## src/rtl/nibble_serial_adder_ctrl_if.sv

```systemverilog
// nibble_serial_adder_ctrl_if
//   Request/result bundle for nibble_serial_adder_ctrl.
//   Requester side (master): drives start, a, b, cy_in (and sub when
//   NIBBLE_SERIAL_ADDER_SUB_EN is defined), samples busy, done, sum, cy_out.
//   Adder side (slave): the reverse.
//   Parameter WIDTH must match the connected adder's WIDTH.
interface nibble_serial_adder_ctrl_if #(
    parameter int WIDTH = 16
);
    logic             start;
    logic [WIDTH-1:0] a;
    logic [WIDTH-1:0] b;
    logic             cy_in;
`ifdef NIBBLE_SERIAL_ADDER_SUB_EN
    logic             sub;
`endif
    logic             busy;
    logic             done;
    logic [WIDTH-1:0] sum;
    logic             cy_out;

`ifdef NIBBLE_SERIAL_ADDER_SUB_EN
    modport master (output start, a, b, cy_in, sub, input busy, done, sum, cy_out);
    modport slave  (input start, a, b, cy_in, sub, output busy, done, sum, cy_out);
`else
    modport master (output start, a, b, cy_in, input busy, done, sum, cy_out);
    modport slave  (input start, a, b, cy_in, output busy, done, sum, cy_out);
`endif
endinterface

```

## src/rtl/nibble_serial_adder_ctrl.sv

```systemverilog
// nibble_serial_adder_ctrl
//   Adds two WIDTH-bit operands through a single 4-bit ripple slice, one
//   nibble per clock, LSB nibble first, with the carry chained through a
//   register. Result and carry-out appear only on completion.
//   Ports:
//     clk   - rising-edge clock
//     rst_n - asynchronous active-low reset
//     bus   - nibble_serial_adder_ctrl_if.slave:
//             start/a/b/cy_in(/sub) in; busy/done/sum/cy_out out
//   Parameter WIDTH: operand width, multiple of 4, >= 4.
//   Optional macro NIBBLE_SERIAL_ADDER_SUB_EN: adds bus.sub; sub=1 computes
//   a - b (mod 2^WIDTH), cy_out=1 meaning no borrow.
module nibble_serial_adder_ctrl #(
    parameter int WIDTH = 16
) (
    input  logic                          clk,
    input  logic                          rst_n,
    nibble_serial_adder_ctrl_if.slave     bus
);
    localparam int NSLICE = WIDTH / 4;
    localparam int IDXW   = (NSLICE > 1) ? $clog2(NSLICE) : 1;
    localparam logic [IDXW-1:0] LAST_IDX = IDXW'(NSLICE - 1);

    typedef enum logic [1:0] {
        S_IDLE,
        S_RUN,
        S_DONE
    } state_t;

    state_t           state_q;
    logic [WIDTH-1:0] a_sh_q;
    logic [WIDTH-1:0] b_sh_q;
    logic [WIDTH-1:0] acc_q;
    logic [WIDTH-1:0] sum_q;
    logic [IDXW-1:0]  idx_q;
    logic             carry_q;
    logic             cy_q;
    logic             busy_q;
    logic             done_q;

    logic [3:0]       a_nib;
    logic [3:0]       b_nib;
    logic [4:0]       slice_d;
    logic [WIDTH-1:0] acc_d;

    // The shared 4-bit slice and the accumulator with the current nibble
    // merged in; acc_d is what sum takes on the final step so that the
    // last slice is included.
    always_comb begin
        a_nib   = a_sh_q[4*idx_q +: 4];
        b_nib   = b_sh_q[4*idx_q +: 4];
        slice_d = {1'b0, a_nib} + {1'b0, b_nib} + {4'b0000, carry_q};
        acc_d   = acc_q;
        acc_d[4*idx_q +: 4] = slice_d[3:0];
    end

    always_ff @(posedge clk or negedge rst_n) begin
        if (!rst_n) begin
            state_q <= S_IDLE;
            a_sh_q  <= '0;
            b_sh_q  <= '0;
            acc_q   <= '0;
            sum_q   <= '0;
            idx_q   <= '0;
            carry_q <= 1'b0;
            cy_q    <= 1'b0;
            busy_q  <= 1'b0;
            done_q  <= 1'b0;
        end else begin
            done_q <= 1'b0;
            unique case (state_q)
                // DONE accepts a new request exactly like IDLE.
                S_IDLE, S_DONE: begin
                    if (bus.start) begin
                        a_sh_q <= bus.a;
`ifdef NIBBLE_SERIAL_ADDER_SUB_EN
                        b_sh_q  <= bus.sub ? ~bus.b : bus.b;
                        carry_q <= bus.sub ? 1'b1 : bus.cy_in;
`else
                        b_sh_q  <= bus.b;
                        carry_q <= bus.cy_in;
`endif
                        acc_q   <= '0;
                        idx_q   <= '0;
                        busy_q  <= 1'b1;
                        state_q <= S_RUN;
                    end else begin
                        state_q <= S_IDLE;
                    end
                end
                S_RUN: begin
                    acc_q   <= acc_d;
                    carry_q <= slice_d[4];
                    if (idx_q == LAST_IDX) begin
                        sum_q   <= acc_d;
                        cy_q    <= slice_d[4];
                        busy_q  <= 1'b0;
                        done_q  <= 1'b1;
                        state_q <= S_DONE;
                    end else begin
                        idx_q <= idx_q + IDXW'(1);
                    end
                end
                default: begin
                    busy_q  <= 1'b0;
                    state_q <= S_IDLE;
                end
            endcase
        end
    end

    assign bus.busy   = busy_q;
    assign bus.done   = done_q;
    assign bus.sum    = sum_q;
    assign bus.cy_out = cy_q;
endmodule

```

## src/flat_wrapper.sv

```systemverilog
// flat-port wrapper written by rule: the top's interface ports become plain ports
module nibble_serial_adder_ctrl_flat 
#(
    parameter int WIDTH = 16
)
  (clk, rst_n, bus_start, bus_a, bus_b, bus_cy_in, bus_busy, bus_done, bus_sum, bus_cy_out);
  nibble_serial_adder_ctrl_if #(.WIDTH(WIDTH)) bus_i ();
  input  logic clk;
  input  logic rst_n;
  input wire logic [$bits(bus_i.start)-1:0] bus_start;
  input wire logic [$bits(bus_i.a)-1:0] bus_a;
  input wire logic [$bits(bus_i.b)-1:0] bus_b;
  input wire logic [$bits(bus_i.cy_in)-1:0] bus_cy_in;
  output wire logic [$bits(bus_i.busy)-1:0] bus_busy;
  output wire logic [$bits(bus_i.done)-1:0] bus_done;
  output wire logic [$bits(bus_i.sum)-1:0] bus_sum;
  output wire logic [$bits(bus_i.cy_out)-1:0] bus_cy_out;
  assign bus_i.start = bus_start;
  assign bus_i.a = bus_a;
  assign bus_i.b = bus_b;
  assign bus_i.cy_in = bus_cy_in;
  assign bus_busy = bus_i.busy;
  assign bus_done = bus_i.done;
  assign bus_sum = bus_i.sum;
  assign bus_cy_out = bus_i.cy_out;
  nibble_serial_adder_ctrl #(.WIDTH(WIDTH)) u_core (.clk(clk), .rst_n(rst_n), .bus(bus_i));
endmodule
```

## config.mk

```make
export PLATFORM = sky130hd
export DESIGN_NAME = nibble_serial_adder_ctrl_flat
export DESIGN_NICKNAME = d
export VERILOG_FILES = /design/src/rtl/nibble_serial_adder_ctrl_if.sv /design/src/rtl/nibble_serial_adder_ctrl.sv /design/src/flat_wrapper.sv
export SDC_FILE = /design/constraint.sdc
export NUM_CORES = 1
export LEC_CHECK = 0
export CAP_MARGIN = 20
export CORE_MARGIN = 4
export CORE_UTILIZATION = 53
export DETAILED_ROUTE_END_ITERATION = 8
export PLACE_DENSITY = 0.82
export SETUP_SLACK_MARGIN = 0.4
export SLEW_MARGIN = 20
export SYNTH_ARGS = -nofsm -noshare
export SYNTH_HDL_FRONTEND = slang
export SYNTH_SLANG_ARGS = --single-unit
```

## constraint.sdc

```tcl
create_clock -name clk -period 3.99 [get_ports clk]
set_input_delay 0.399 -clock clk [delete_from_list [all_inputs] [get_ports clk]]
set_output_delay 0.399 -clock clk [all_outputs]
set_load 0.005 [all_outputs]
```

==> run summary, run 1 <==
The run finished with clean final reports. Area growth from synthesis to layout: 24.6%. The via density per instance is 5.42, and the number of buffer and inverter instances along the worst setup path is 0.

The number of routed nets with antenna violations was 0. The synthesized design contains 72 register bits. From left edge to right edge, the die measures 86.8 um.

After synthesis, the most frequently instantiated cells are sky130_fd_sc_hd__nand2_1, sky130_fd_sc_hd__dfrtp_1, sky130_fd_sc_hd__nor2_1. The first TritonRoute pass finished after 4 iterations. Power spread over the standard cell area amounts to 903 nW/um2.

The tools report the starting density of the core as 0.552. Setup repair after global routing left no endpoint under its margin. The number of placement rows is 28. Pin placement for this block handled 55 I/O pins.

The run gives 0 as the total count of max-transition violations in the final report. The largest voltage drop on the vdd net was 0.517 mV. In this run, post-CTS hold repair placed 0 buffers. During placement, the flow inserted port buffers numbering 54.

The synthesized design spends more area on one cell type than any other, namely sky130_fd_sc_hd__dfrtp_1. The tools report the clock skew as 0.00782 ns. The total overflow left after global routing is 0. The worst setup path is of the register to register kind. Via count: 2450. For the relative max-transition margin, the log shows 0.447.

Routability-driven placement finished with a final weighted congestion of 0.869. TritonCTS built the clock tree. The count of final setup violators was 0. The highest fanout seen on the critical path came out at 16. On the worst path, the slowest cell contributes a delay of 0.89 ns.

The tools report the number of buffers added for setup after CTS as 0. In the final routed layout, each cell accounts on average for 15.2 um. The tools report the deepest level of the CTS H-tree as 3. For the pin with the worst max-slew slack, the measured transition is 0.830 ns. The number of flops mapped to enable cells by yosys is 0.

The final layout contains routed wiring with a total length of 6880 um. The async set-or-reset flop fraction in the synthesized netlist is 1.00. Setup total negative slack on the finished layout was measured at 0 ns. The tools report the largest buffer count on any clock path as 2. The worst hold path belongs to the class input port to async pin.

The share of post-route cells with drive strength above 1 works out to 0.0875. The tools report the post-route core utilization as 0.688. The most common cell in the synthesized netlist is sky130_fd_sc_hd__nand2_1. Max-cap violations in this run came to 0.

The number of antenna violations at the first check in global routing is 0. In the routed design, unresolved DRC markers number 0. For the critical path data arrival time, the log shows 3.33 ns. In the post-synthesis netlist, the biggest area contributors are sky130_fd_sc_hd__dfrtp_1, sky130_fd_sc_hd__nand2_1, sky130_fd_sc_hd__mux4_2. The number of sinks on the clock net is 72, and the final antenna diode count is 0. The portion of synthesized cell area occupied by the leading cell type is 0.548. The tools report the quantity of gates resized following cts as 0. The count of cell instances traversed by the critical path is 6, and the clock-pin transition on the worst setup and hold timing paths is 0.07 ns. The first global-routing pass estimated 11600 um of wire.

The placed wire-length estimate after detailed placement is 4980 um. The die covers 7530 um2. From bottom edge to top edge, the die measures 86.8 um. The area of the placeable core is 5960 um2, and the post-synthesis cell type count is 30. The minimum period implied by the final worst setup slack was 3.10 ns.

The most used flip-flop cell after synthesis is sky130_fd_sc_hd__dfrtp_1. The mean cell area of the mapped netlist is 10.3 um2. For this run, the number of Yosys warnings is 0.

The period utilization came out at 0.776. The type of destination of the critical path was a register. The number of buffers added by the clock tree synthesis step was 9.

The tree is rooted in a sky130_fd_sc_hd__clkbuf_8. Walking the worst path, the cells encountered are mux4_2, fa_1, and3_1, or3_1, and2_4, a32o_1. In this run, the number of DRC markers left after iteration 0 of detailed routing was 116. The maximum clock rate came out at 323 MHz. For the global router's overall resource usage, the log shows 0.201. Among cell families on the critical path, the largest total delay comes from flip-flops. For the gate count of the mapped netlist, the log shows 319. The cell area that synthesis handed to floorplanning was 3290 um2. The cell count of the worst reg-to-reg path works out to 6.

The worst setup path is launched from a register. The post-synthesis net count was 366. Entering global routing, the biggest net connects 38 pins. Counting the fill cells in the layout gives 474. In this run the static leakage power is 1.95 nW. Clock latency on the worst-skew pair, taken at its later pin, is 0.35 ns. The net total in the final layout was 419. The number of global-route vias before repair is 2496, and the share of synthesized area occupied by flip-flops and latches is 0.548.

At the worst endpoint, the required time is 4.22 ns. For this design, the slowest cell found on the critical path is sky130_fd_sc_hd__dfrtp_1. The count of endpoints failing hold in the final timing report is 0.
-- placed cells by master, fill, tap and decap left out, drive strengths merged, types with 2 or more instances in the layout --
| cell | count |
|---|---|
| bufinv | 2 |
| buf | 4 |
| inv | 14 |
| nand2 | 101 |
| nand2b | 3 |
| a22o | 8 |
| nor4 | 3 |
| fa | 2 |
| nor2 | 32 |
| nand3 | 2 |
| ha | 9 |
| clkdlybuf4s50 | 53 |
| a21oi | 9 |
| o21ai | 6 |
| a32oi | 4 |
| and2 | 2 |
| a221oi | 12 |
| a32o | 8 |
| mux4 | 8 |
| a21o | 2 |
| dfrtp | 72 |
| clkbuf | 13 |
-- routing by layer --
metal | wire, um | track usage | vias up | share of wire
li1 | - | - | 1189 | -
met1 | 2940 | 0.250 | 1175 | 0.43
met2 | 3460 | 0.329 | 68 | 0.50
met3 | 301 | 0.0418 | 18 | 0.044
met4 | 184 | 0.110 | 0 | 0.027
met5 | 0 | 0 | - | 0
-- report_power, final --
group          total [W]  internal [W]  switching [W]  leakage (nW)
logic            0.00177      0.000777       0.000993         0.933
registers        0.00130       0.00106       0.000242         0.906
clock network   0.000629      0.000369       0.000260         0.108
-- final timing paths --
check / startpoint / endpoint / slack, ns
worst max-delay path: u_core.idx_q[0]$_DFFE_PN0P_ / u_core.acc_q[7]$_DFFE_PN0P_ / 0.89
worst min-delay path: rst_n / u_core.bus.done$_DFF_PN0_ / 0.13
worst min register to register: u_core.a_sh_q[1]$_DFFE_PN0P_ / u_core.a_sh_q[1]$_DFFE_PN0P_ / 0.48
worst max register to register: u_core.idx_q[0]$_DFFE_PN0P_ / u_core.acc_q[7]$_DFFE_PN0P_ / 0.89
min in group clk: u_core.a_sh_q[1]$_DFFE_PN0P_ / u_core.a_sh_q[1]$_DFFE_PN0P_ / 0.48
max in group asynchronous: rst_n / u_core.a_sh_q[15]$_DFFE_PN0P_ / 2.92
-- cell type report --
type	count	area (um2)	area share
clock buffer	13	149	0.0363
tap	75	93.8	0.0229
timing repair buffer	57	558	0.136
clock inverter	3	65.1	0.0159
sequential	72	1800	0.440
multi-input combinational	218	1380	0.336
inverter	14	52.6	0.0128
-- sequential cells by signal, summed over array words and instances, names as in the netlist, 2 cells and up --
| signal | count |
|---|---|
| u_core.idx_q | 2 |
| u_core.a_sh_q | 16 |
| u_core.b_sh_q | 16 |
| u_core.state_q | 2 |
| u_core.bus.sum | 16 |
| u_core.acc_q | 16 |
-- cells by family (layout without fill, tap and decap cells) --
logic type	after synthesis	in the layout	synth area share
buffers and inverters	29	87	0.0346
xor gates and xnor gates	1	1	0.00266
DFF	72	72	0.548
AOI/OAI and AO/OA	50	50	0.118
muxes	8	8	0.0548
and+or+nand+nor	148	148	0.196
adders and majority gates	11	11	0.0464
-- through the flow --
step	hold WS, ns	instance area (um2)	std cells	total power (W)	setup slack [ns]
floorplan	0.103	3290	319	0.00247	1.15
global placement	0.455	3880	436	0.00298	0.957
detailed placement	0.463	3880	436	0.00308	0.877
CTS	0.152	4100	452	0.00372	0.871
global route	0.194	4100	452	0.00397	0.654
finish	0.129	4100	452	0.00370	0.893
Power figures use the tool's default switching activity.
==> inputs of run 2 (changes only) <==
==> constraint.sdc (replaced) <==
create_clock -name clk -period 3 [get_ports clk]
set_input_delay 0.3 -clock clk [delete_from_list [all_inputs] [get_ports clk]]
set_output_delay 0.3 -clock clk [all_outputs]
set_load 0.005 [all_outputs]
==> run 2 against run 1 <==
Net effect: worst setup slack lost 0.42 ns; sequential share of layout area shrank 0.40 points; global-route usage grew 0.31 points; sequential cell count is the same; critical path depth is the same; clock power grew 12%; critical path type unchanged; sequential power grew 32%; first-iteration DRC count shrank 12%; cell count grew 0.66%; count of clock-buffer cells in the layout is the same; critical endpoint is now u_core.acc_q[11]$_DFFE_PN0P_; utilization grew 0.67 points; largest cell class unchanged.
==> run summary, run 2 (synthesized netlist as in run 1, its figures left out) <==
The flow ran to the end, and the final reports show no timing, DRC or antenna violations. The number of global-route vias before repair is 2583 (+3.5%), and the placed wire-length estimate after detailed placement is 5090 um (+2.3%). The run gives 0.552 (unchanged) as the starting density of the core. The via density per instance works out to 5.55 (+2.4%).

Global-route wire length before repair: 11800 um (+2.1%). The logs give 2 (unchanged) for the largest buffer count on any clock path and 3 (unchanged) for the deepest level of the CTS H-tree. Clock tree root driver cell: sky130_fd_sc_hd__clkbuf_8.

Largest voltage drop on the vdd net: 0.671 mV (+30%). The number of routed nets with antenna violations came out at 0 (unchanged). For the weighted congestion reported at the end of routability-driven placement, the log shows 0.837 (-3.7%). For the total count of max-transition violations in the final report, the log shows 0 (unchanged).

The area of the placeable core was 5960 um2 (unchanged); the count of final setup violators was 0 (unchanged). The minimum period implied by the final worst setup slack was 2.53 ns (-0.568 ns). The clock skew is 0.00626 ns (-0.00156 ns), and the clock-pin transition on the worst setup and hold timing paths is 0.07 ns (about the same).

The worst setup path is launched from a register. After detailed routing, no signal wire sits above met4. The post-route core utilization is 0.695 (+0.00672).

For the count of endpoints failing hold in the final timing report, the log shows 0 (unchanged). The run gives 9 (unchanged) as the number of buffers added by the clock tree synthesis step. For the number of remaining DRC errors, the log shows 0 (unchanged). The power density of the placed cells was 1220 nW/um2 (+35%); the maximum number of pins on one net before global-route repair was 39 (+2.6%).

The share of post-route cells with drive strength above 1 is 0.116 (+0.0283), and the period utilization is 0.843 (+0.0670). The tools report the post-layout total power as 0.00504 W (+36%). The worst setup path is captured at a register.

The DRC marker count from the first detailed-route iteration came out at 102 (-12%). For the number of filler cells placed in the layout, the log shows 458 (-3.4%). The highest fanout seen on the critical path is 8 (-8). The routed wirelength normalized by instance count came out at 15.6 um (+2.4%).

The logs give 395 MHz (+22%) for the maximum clock rate and 3.23 ns (-0.99 ns) for the required time reported for the critical path endpoint. The insertion delay of the later-clocked pin in the worst-skew pair came out at 0.34 ns (about the same). The total routed wire length on the met1 layer is 2860 um (-2.6%). In the layout the commonest cells are sky130_fd_sc_hd__nand2_1, sky130_fd_sc_hd__dfrtp_1, sky130_fd_sc_hd__clkdlybuf4s50_1.

The tools report the via count as 2526 (+3.1%). The tools report the net total in the final layout as 422 (+0.72%). The tools report the wire length on met3 as 373 um (+24%).

Setup repair after global routing left no endpoint under its margin. For the number of placement rows, the log shows 28 (unchanged). For the worst slack at placement, the log shows 0.358 ns (-0.519 ns). The max-cap violation count was 0 (unchanged); the area growth from synthesis to layout was 25.8%. Number of sinks on the clock net: 72 (unchanged). The logs give 0.204 (+0.00305) for the global router's overall resource usage and 1.96 nW (+0.75%) for the leakage power.

The power share of the sequential group is 0.342 (-0.010), and the first-pass iteration count of the detailed router is 4 (unchanged). The run gives 0 (unchanged) as the total global routing overflow. The worst setup slack after layout is 0.470 ns (-0.422 ns), and the floorplan die area is 7530 um2 (unchanged). The number of primary I/O pins was 55 (unchanged); the fraction of power spent switching nets was 0.411 (+0.00730). The worst hold slack was 0.0363 ns (-0.0928 ns). The number of antenna violations at the first check in global routing was 0 (unchanged); the overall die width was 86.8 um (unchanged).

The clock network power share is 0.140 (-0.030), and the transition time at the pin with the least slew margin is 0.794 ns (-0.0357 ns). The fraction of power consumed by combinational cells is 0.518 (+0.040). The critical path data arrival time is 2.76 ns (-0.57 ns). For the amount of wire on met2 after detailed routing, the log shows 3720 um (+7.6%). The number of I/O port buffers is 54 (unchanged). The logs give 0.00297 W (+34%) for the internal power consumption and 0.00207 W (+39%) for the switching power total. The accumulated negative setup slack was 0 ns (unchanged). The die outline height is 86.8 um (unchanged).

The most common library cell in the layout ignoring fill and taps is sky130_fd_sc_hd__nand2_1. The final antenna diode count is 0 (unchanged). The class of the tightest hold or removal check is input port to async pin. TritonCTS built the clock tree.

The relative max-transition margin is 0.470 (+0.0238). The critical path class is register to register. The total wire length after detailed routing came out at 7090 um (+3.0%).
-- run 2: layout make-up --
class | count | area, um2 | area share
Timing Repair Buffer | 60 | 597 | 0.144
Sequential cell | 72 | 1800 | 0.436
Inverter | 14 | 52.6 | 0.0127
Multi-Input combinational cell | 218 | 1410 | 0.340
Clock buffer | 13 | 169 | 0.0408
Tap cell | 75 | 93.8 | 0.0227
Clock inverter | 3 | 15.0 | 0.00363
-- run 2: critical path: stages, from the launching register on --
cell and delay, ns:
sky130_fd_sc_hd__dfrtp_2 0.51, sky130_fd_sc_hd__mux4_2 0.56, sky130_fd_sc_hd__fa_2 0.38, sky130_fd_sc_hd__and3_1 0.17, sky130_fd_sc_hd__or3_4 0.37, sky130_fd_sc_hd__and2_4 0.19
sky130_fd_sc_hd__a32o_1 0.25
-- run 2: per-layer routing --
layer / vias to the layer above / global-route usage
met3: 12 / 0.0390
met2: 84 / 0.364
met4: 0 / 0.0878
li1: 1203 / -
met1: 1227 / 0.239
met5: - / 0
-- run 2: final timing paths --
| kind | slack (ns) | from | to | depth (start not counted) |
|---|---|---|---|---|
| hold reg to reg | 0.48 | u_core.b_sh_q[14]$_DFFE_PN0P_ | u_core.b_sh_q[14]$_DFFE_PN0P_ | 2 |
| max in group asynchronous | 2.29 | rst_n | u_core.idx_q[0]$_DFFE_PN0P_ | 2 |
| min in group clk | 0.48 | u_core.b_sh_q[14]$_DFFE_PN0P_ | u_core.b_sh_q[14]$_DFFE_PN0P_ | 2 |
| hold / removal | 0.04 | rst_n | u_core.acc_q[8]$_DFFE_PN0P_ | 1 |
| setup reg to reg | 0.47 | u_core.idx_q[0]$_DFFE_PN0P_ | u_core.acc_q[11]$_DFFE_PN0P_ | 6 |
| setup / recovery | 0.47 | u_core.idx_q[0]$_DFFE_PN0P_ | u_core.acc_q[11]$_DFFE_PN0P_ | 6 |
-- run 2: repair_timing --
action	CTS	global route
buffers inserted	1	0
pin swaps	0	2
setup endpoints to repair	7	9
hold buffers	0	0
resized for setup	2	4
-- run 2: power groups by stage --
| stage | combinational (W) | sequential [W] | clock, W |
|---|---|---|---|
| floorplan | 0.00169 | 0.00164 | 0 |
| global placement | 0.00234 | 0.00171 | 0 |
| detailed placement | 0.00245 | 0.00174 | 0 |
| CTS | 0.00253 | 0.00172 | 0.000714 |
| global route | 0.00286 | 0.00177 | 0.000758 |
| finish | 0.00261 | 0.00172 | 0.000707 |
-- run 2: per-stage QoR --
stage / area (um2) / std cells
5_1_grt: 4140 / 455
3_5_place_dp: 3920 / 438
6_report: 4140 / 455
4_1_cts: 4120 / 455
2_1_floorplan: 3300 / 319
3_3_place_gp: 3920 / 438
